[config.mk]
export PLATFORM = sky130hd
export DESIGN_NAME = threshold_sequencer
export DESIGN_NICKNAME = d
export VERILOG_FILES = /design/src/rtl/threshold_sequencer.sv
export SDC_FILE = /design/constraint.sdc
export NUM_CORES = 1
export LEC_CHECK = 0
export CAP_MARGIN = 20
export CORE_MARGIN = 3
export CORE_UTILIZATION = 40
export CTS_CLUSTER_SIZE = 30
export DETAILED_ROUTE_END_ITERATION = 12
export GPL_TIMING_DRIVEN = 0
export MAX_ROUTING_LAYER = met4
export PLACE_DENSITY = 0.65
export REMOVE_ABC_BUFFERS = 1
export SLEW_MARGIN = 5
export SYNTH_ARGS = -nofsm -noshare
export SYNTH_HDL_FRONTEND = slang
export SYNTH_SLANG_ARGS = --single-unit
[constraint.sdc]
create_clock -name clk -period 4.7 [get_ports clk]
set_input_delay 0.47 -clock clk [delete_from_list [all_inputs] [get_ports clk]]
set_output_delay 0.47 -clock clk [all_outputs]
set_load 0.02 [all_outputs]
[src/rtl/threshold_sequencer.sv]
// Frame sequencer for the histogram/median threshold datapath: pass 1 fills the
// histogram, a median search latches the threshold, and pass 2 writes the thresholded pixels.
module threshold_sequencer #(
    parameter int unsigned NPIX    = 4096,
    parameter int unsigned AW      = 12,
    parameter int unsigned RD_LAT  = 1,
    parameter int unsigned TIMEOUT = 1023
) (
    input  logic          clk,
    input  logic          rst_n,
    input  logic          start,
    input  logic          abort,
    output logic [AW-1:0] rd_addr,
    output logic          rd_en,
    output logic          hist_clr,
    output logic          hist_en,
    output logic          search_start,
    input  logic          search_done,
    input  logic [7:0]    thresh_in,
    output logic [7:0]    thresh_q,
    output logic          we,
    output logic [AW-1:0] wr_addr,
    output logic          busy,
    output logic          finished,
    output logic          err
);

    localparam int unsigned MAXC = (TIMEOUT > RD_LAT) ? TIMEOUT : RD_LAT;
    localparam int unsigned CW   = $clog2(MAXC + 1);

    typedef enum logic [2:0] {IDLE, CLR, HIST, HDRN, SRCH, THR, TDRN, DONE} state_t;

    state_t        state, state_nx;
    logic [CW-1:0] cnt, cnt_nx;
    logic          last_addr, drain_end, srch_tmo;

    logic          rd_pass, rd_pass_nx;
    logic          rd_en_nx, hist_clr_nx, search_start_nx, busy_nx, finished_nx, err_nx;
    logic [AW-1:0] rd_addr_nx;
    logic [7:0]    thresh_nx;

    logic [RD_LAT-1:0] hv, wv;
    logic [AW-1:0]     wa [RD_LAT];

    assign last_addr = (rd_addr == AW'(NPIX - 1));
    assign drain_end = (cnt == CW'(RD_LAT - 1));
    assign srch_tmo  = (cnt == CW'(TIMEOUT - 1));

    always_ff @(posedge clk or negedge rst_n) begin
        if (!rst_n) begin
            state <= IDLE;
            cnt   <= '0;
        end else begin
            state <= state_nx;
            cnt   <= cnt_nx;
        end
    end

    // Abort overrides every transition, including start in IDLE.
    always_comb begin
        state_nx = state;
        unique case (state)
            IDLE:    if (start) state_nx = CLR;
            CLR:     state_nx = HIST;
            HIST:    if (last_addr) state_nx = HDRN;
            HDRN:    if (drain_end) state_nx = SRCH;
            SRCH: begin
                if (search_done)   state_nx = THR;
                else if (srch_tmo) state_nx = IDLE;
            end
            THR:     if (last_addr) state_nx = TDRN;
            TDRN:    if (drain_end) state_nx = DONE;
            DONE:    state_nx = IDLE;
            default: state_nx = IDLE;
        endcase
        if (abort) state_nx = IDLE;
    end

    // Next values of the registered outputs, decoded from the upcoming state.
    always_comb begin
        rd_en_nx        = (state_nx == HIST) || (state_nx == THR);
        rd_pass_nx      = (state_nx == THR);
        rd_addr_nx      = '0;
        if (rd_en_nx && (state_nx == state)) rd_addr_nx = rd_addr + AW'(1);
        hist_clr_nx     = (state_nx == CLR);
        search_start_nx = (state_nx == SRCH) && (state != SRCH);
        busy_nx         = (state_nx != IDLE);
        finished_nx     = (state_nx == DONE);
        thresh_nx       = thresh_q;
        err_nx          = err;
        if (!abort) begin
            if (state == SRCH && search_done) thresh_nx = thresh_in;
            if (state == IDLE && start)
                err_nx = 1'b0;
            else if (state == SRCH && !search_done && srch_tmo)
                err_nx = 1'b1;
        end
        cnt_nx = '0;
        if ((state_nx == state) && (state == HDRN || state == SRCH || state == TDRN))
            cnt_nx = cnt + CW'(1);
    end

    always_ff @(posedge clk or negedge rst_n) begin
        if (!rst_n) begin
            rd_en        <= 1'b0;
            rd_pass      <= 1'b0;
            rd_addr      <= '0;
            hist_clr     <= 1'b0;
            search_start <= 1'b0;
            busy         <= 1'b0;
            finished     <= 1'b0;
            thresh_q     <= '0;
            err          <= 1'b0;
        end else begin
            rd_en        <= rd_en_nx;
            rd_pass      <= rd_pass_nx;
            rd_addr      <= rd_addr_nx;
            hist_clr     <= hist_clr_nx;
            search_start <= search_start_nx;
            busy         <= busy_nx;
            finished     <= finished_nx;
            thresh_q     <= thresh_nx;
            err          <= err_nx;
        end
    end

    // Read-latency delay line; separate valid chains per pass, flushed on abort.
    always_ff @(posedge clk or negedge rst_n) begin
        if (!rst_n) begin
            hv <= '0;
            wv <= '0;
            for (int i = 0; i < int'(RD_LAT); i++) wa[i] <= '0;
        end else begin
            hv[0] <= rd_en & ~rd_pass;
            wv[0] <= rd_en & rd_pass;
            wa[0] <= rd_addr;
            for (int i = 1; i < int'(RD_LAT); i++) begin
                hv[i] <= hv[i-1];
                wv[i] <= wv[i-1];
                wa[i] <= wa[i-1];
            end
            if (abort) begin
                hv <= '0;
                wv <= '0;
            end
        end
    end

    assign hist_en = hv[RD_LAT-1];
    assign we      = wv[RD_LAT-1];
    assign wr_addr = wa[RD_LAT-1];

endmodule
* Word-level counts from Yosys, hierarchy flattened *
Index checks and enable logic that the tools add are counted.

cells by class
  eq/ne operators = 16
  reduce and logical (&&, ||, !) cells = 17
  bitwise logic cells = 4
  multiplexer cells = 15
  add/subtract/negate cells = 2

operators by type and width
  operator                 number
  $mux W3                  8
  $pmux W3 S8              1
  $eq A3 B3 Y1 const B     7
  $add A12 B1 Y12 const B  1
  $eq A12 B12 Y1 const B   1
  $mux W12                 1
  $add A10 B1 Y10 const B  1
  $eq A10 B10 Y1 const B   1
  $logic_not A10 Y1        1
  $mux W10                 1
  $eq A3 B2 Y1 const B     3
  $logic_and A1 B1 Y1      7
  $eq A3 B1 Y1 const B     2
  $mux W1                  4
  $reduce_and A2 Y1        2
  $eq A3 B3 Y1             1
  $logic_not A3 Y1         1
  $logic_or A1 B1 Y1       3
  $ne A3 B3 Y1 const B     1
  $reduce_bool A3 Y1       1
  $and A1 B1 Y1            2
  $not A1 Y1               2
  $reduce_bool A2 Y1       1
  $logic_not A1 Y1         1

word-level totals
  flip-flop bits (word level) = 54
  word-level logic and storage cells = 68
  input port bits = 13

* Depth between registers and ports, before layout *
  depth in word-level cells = 9
  gate-level depth with buffers = 9
  gate-level depth less buffers = 8

* Least setup slack after synthesis *
OpenSTA, ideal clock, no wires.

  kind = flip-flop to flip-flop
  start = reg rd_addr[0]
  end = reg rd_addr[0]
  required time = 4566 ps
  cell stages (with the launch flop) = 9
  data arrival time = 2267 ps
  slack = 2299 ps
  path through = dfrtp_1 > ha_1 > nand2_1 > nor4_4 > mux2i_1 > o211ai_4 > mux2i_1 > buf_6 > nor3_2

between the ends
  longest elaborated chain between the ends = 8

RTL lines
  element                                              line    RTL
  start: declaration                                   13      output logic [AW-1:0] rd_addr,
  start signal: assignment                             117     rd_addr <= rd_addr_nx;
  $eq A12 B12 Y1 (*)                                   45      assign last_addr = (rd_addr == AW'(NPIX - 1));
  $mux W3, on equally long branches                    71, 65
  $pmux W3 S8 (*)                                      62      unique case (state)
  $mux W3 (*)                                          76      if (abort) state_nx = IDLE;
  named net state_nx[0]                                33      state_t state, state_nx;
  $eq A3 B2 Y1 / $eq A3 B3 Y1 (equally long branches)  81      rd_en_nx = (state_nx == HIST) || (state_nx == THR);
  $logic_or A1 B1 Y1                                   81
  $logic_and A1 B1 Y1 (*)                              84      if (rd_en_nx && (state_nx == state)) rd_addr_nx = rd_addr + AW'(1);
  $mux W12 (*)                                         84
  named net rd_addr_nx[0]                              39      logic [AW-1:0] rd_addr_nx;

The timed path passes the listed nets; every way through them passes the cells marked *.
A chain may end at the register's enable or synchronous reset.

* Final worst setup path *
  start = reg rd_addr[0]
  end = reg rd_addr[11]

between the ends
  longest elaborated chain between the ends = 8

RTL lines
  element                                              line
  $eq A12 B12 Y1                                       45
  $mux W3, on equally long branches                    71, 65
  $pmux W3 S8                                          62
  $mux W3                                              76
  $eq A3 B2 Y1 / $eq A3 B3 Y1 (equally long branches)  81
  $logic_or A1 B1 Y1                                   81
  $logic_and A1 B1 Y1                                  84
  $mux W12 (*)                                         84
  named net rd_addr_nx[11]                             39

Marked as above.

==> impl_metrics.ini <==
[status]
status = completed

[clocking]
h-tree-depth = 2
cts_sinks = 54
clk_pin_slew_ns = 0.10
ctsHoldBuffers = 0
cts_buffer_depth = 2
cts_made_buffers = 5
post-cts-setup-buffers = 0
clk_latency_ns = 0.30
clockRootBuffer = clkbuf_8
cts_tree = yes
cts_resized = 0

[drt]
wl_per_cell_um = 14.1
drt_wl_total_mm = 4.78
via_per_inst = 5.00
drcViolationCount = 0
firstDrtPassIters = 4
drtIter0Drc = 100
final_antenna_net_count = 0
dr_total_vias = 1696

[critical_path]
start_kind = flop
cp-end-kind = flop
critPathArrivalTime_ns = 3.07
worstPathRequired_ns = 4.91
crit_type = flop to flop
cp_max_fo = 12
rr_worst_depth = 7

[logic_synthesis]
ys_seq_elements = 54
ys_warn_count = 0
avgSynthCellArea_sq_um = 11.9
syn_inst = 210
synth_cell_types = 52
syn_area_sq_um = 2490
ys_seq_area_share_pct = 54.3

[sta]
worst_slew_pin_slew_ns = 0.677
min_period_over_period_pct = 60.8
rsz0062_at_grt = false
fmax_ghz = 0.350
period_minus_slack_ns = 2.86
max_slew_margin_pct = 54.8
fin_tns_setup_ns = 0
hold_viol = 0
final_max_slew_viol_count = 0
setup_viol_count_final = 0
fin_skew_ns = 0.00418

[hold_path]
worstHoldPathType = input port to async pin

[floorplanning]
start_util_pct = 41.8
die_area_sq_um = 7200
rows = 28
die_h_um = 84.9
ioPinCount = 53
die_w_um = 84.9
core_sq_um = 5960

[power]
p_per_area_nw_per_um2 = 313
finalPower_mw = 1.00
peakVddDrop_v = 0.000173
power_leakage_nw = 1.34

[grt]
grt_max_degree = 36
grt_pass1_vias = 1735
overflow = 0
grtUsageTotal_pct = 15.3
grt_pass1_wl_mm = 8.63
grt_antenna_before_repair = 0

[cells_and_area]
layout_commonest_cell = dfrtp_1
synthToLayoutAreaGrowth_pct = 28.6
mostFrequentLayoutCells = dfrtp_1 (54), clkdlybuf4s50_1 (51), nor2_1 (24), nand2_1 (13), xor2_1 (11)
layout.nets = 280
post-route-util_pct = 53.7
drive_gt1_share_pct = 17.0
diodes = 0

[job]
maxCapViolCount = 0

[placement]
dp_hpwl_mm = 3.52
gp_congestion = 0.811
port_buffers = 52
-- registers in the layout, indices dropped and copies added, names as in the netlist --
name / count
rd_addr: 12
search_start: 1
err: 1
cnt: 10
finished: 1
thresh_q: 8
state: 3
hist_clr: 1
we: 1
rd_pass: 1
wr_addr: 12
busy: 1
hist_en: 1
rd_en: 1
-- critical path, stage by stage, from the launching register on --
cell and delay (ns):
dfrtp_1 0.49, ha_1 0.31, nand2_1 0.14, nor4_4 0.34
mux2i_1 0.47, o221a_2 0.28, nand2_1 0.39, nor3_1 0.33
-- stage by stage --
stage | hold WS, ns | area (sq um) | std cells | setup WS (ns)
2_1_floorplan | 0.174 | 2430 | 202 | 1.77
3_3_place_gp | 0.409 | 3050 | 329 | 1.05
3_5_place_dp | 0.419 | 3080 | 331 | 1.75
4_1_cts | 0.119 | 3200 | 339 | 1.82
5_1_grt | 0.136 | 3200 | 339 | 1.60
6_report | 0.102 | 3200 | 339 | 1.84
-- cell type report --
type / instances / area [sq um]
inverter: 10 / 37.5
tap: 75 / 93.8
multi-input combinational: 138 / 1050
timing repair buffer: 54 / 547
sequential: 54 / 1350
clock buffer: 6 / 82.6
clock inverter: 2 / 38.8
fill: 531 / 2760
-- path summary, 6_finish.rpt --
kind,start,to,slack [ns]
setup / recovery,rd_addr[0],rd_addr[11],1.84
min in group clk,rd_pass,hist_en,0.43
hold / removal,rst_n,thresh_q[3],0.10
max in group asynchronous,rst_n,cnt[1],4.06
setup reg to reg,rd_addr[0],rd_addr[11],1.84
hold reg to reg,rd_pass,hist_en,0.43
-- synthesized netlist by cell type, drive strengths merged --
master | instances | area (sq um)
a32oi | 1 | 8.76
buf | 6 | 46.3
a211oi | 1 | 7.51
xnor2 | 7 | 61.3
nor3 | 13 | 116
dfrtp | 54 | 1350
or3b | 1 | 8.76
and3 | 3 | 23.8
nor4 | 4 | 55.1
ha | 4 | 50.1
a31oi | 2 | 12.5
or2 | 1 | 6.26
clkbuf | 2 | 8.75
nand2b | 1 | 6.26
nand4bb | 1 | 11.3
nand3 | 6 | 30.0
nand2 | 13 | 48.8
or3 | 1 | 7.51
and2 | 3 | 20.0
nor4b | 1 | 8.76
nand4 | 7 | 50.1
o211ai | 3 | 41.3
nand3b | 2 | 15.0
mux2i | 3 | 30.0
o21a | 1 | 7.51
o32ai | 1 | 8.76
xor2 | 11 | 96.3
nor3b | 6 | 50.1
a2bb2oi | 1 | 8.76
nor2 | 24 | 90.1
a211o | 1 | 8.76
o41a | 1 | 11.3
mux2 | 8 | 90.1
and2b | 1 | 8.76
inv | 10 | 37.5
and4 | 3 | 28.8
a21oi | 1 | 5.00
o221a | 1 | 11.3
-- power by group --
| group | switching (mW) | total [mW] | internal [mW] | leakage (nW) |
|---|---|---|---|---|
| registers | 0.0176 | 0.507 | 0.489 | 0.744 |
| clock network | 0.152 | 0.327 | 0.175 | 0.0618 |
| logic | 0.0881 | 0.168 | 0.0800 | 0.536 |
-- logic make-up (layout without fill, tap and decap cells) --
logic type / Yosys count / in the layout / share of synthesized area (%)
AOI/OAI and AO/OA: 14 / 14 / 5.28
xor gates and xnor gates: 18 / 18 / 6.33
adders and majority gates: 4 / 4 / 2.01
buffers and inverters: 18 / 72 / 3.72
DFF: 54 / 54 / 54.3
muxes: 11 / 11 / 4.83
and+or+nand+nor: 91 / 91 / 23.5
-- routing by layer --
layer / GRT usage [%] / routed length [um] / vias up
li1: - / - / 835
met1: 20.2 / 2230 / 822
met2: 24.3 / 2330 / 35
met3: 2.72 / 171 / 4
met4: 4.32 / 53 / 0
met5: - / 0 / -
Note: power is estimated with default switching activity, not from simulation.
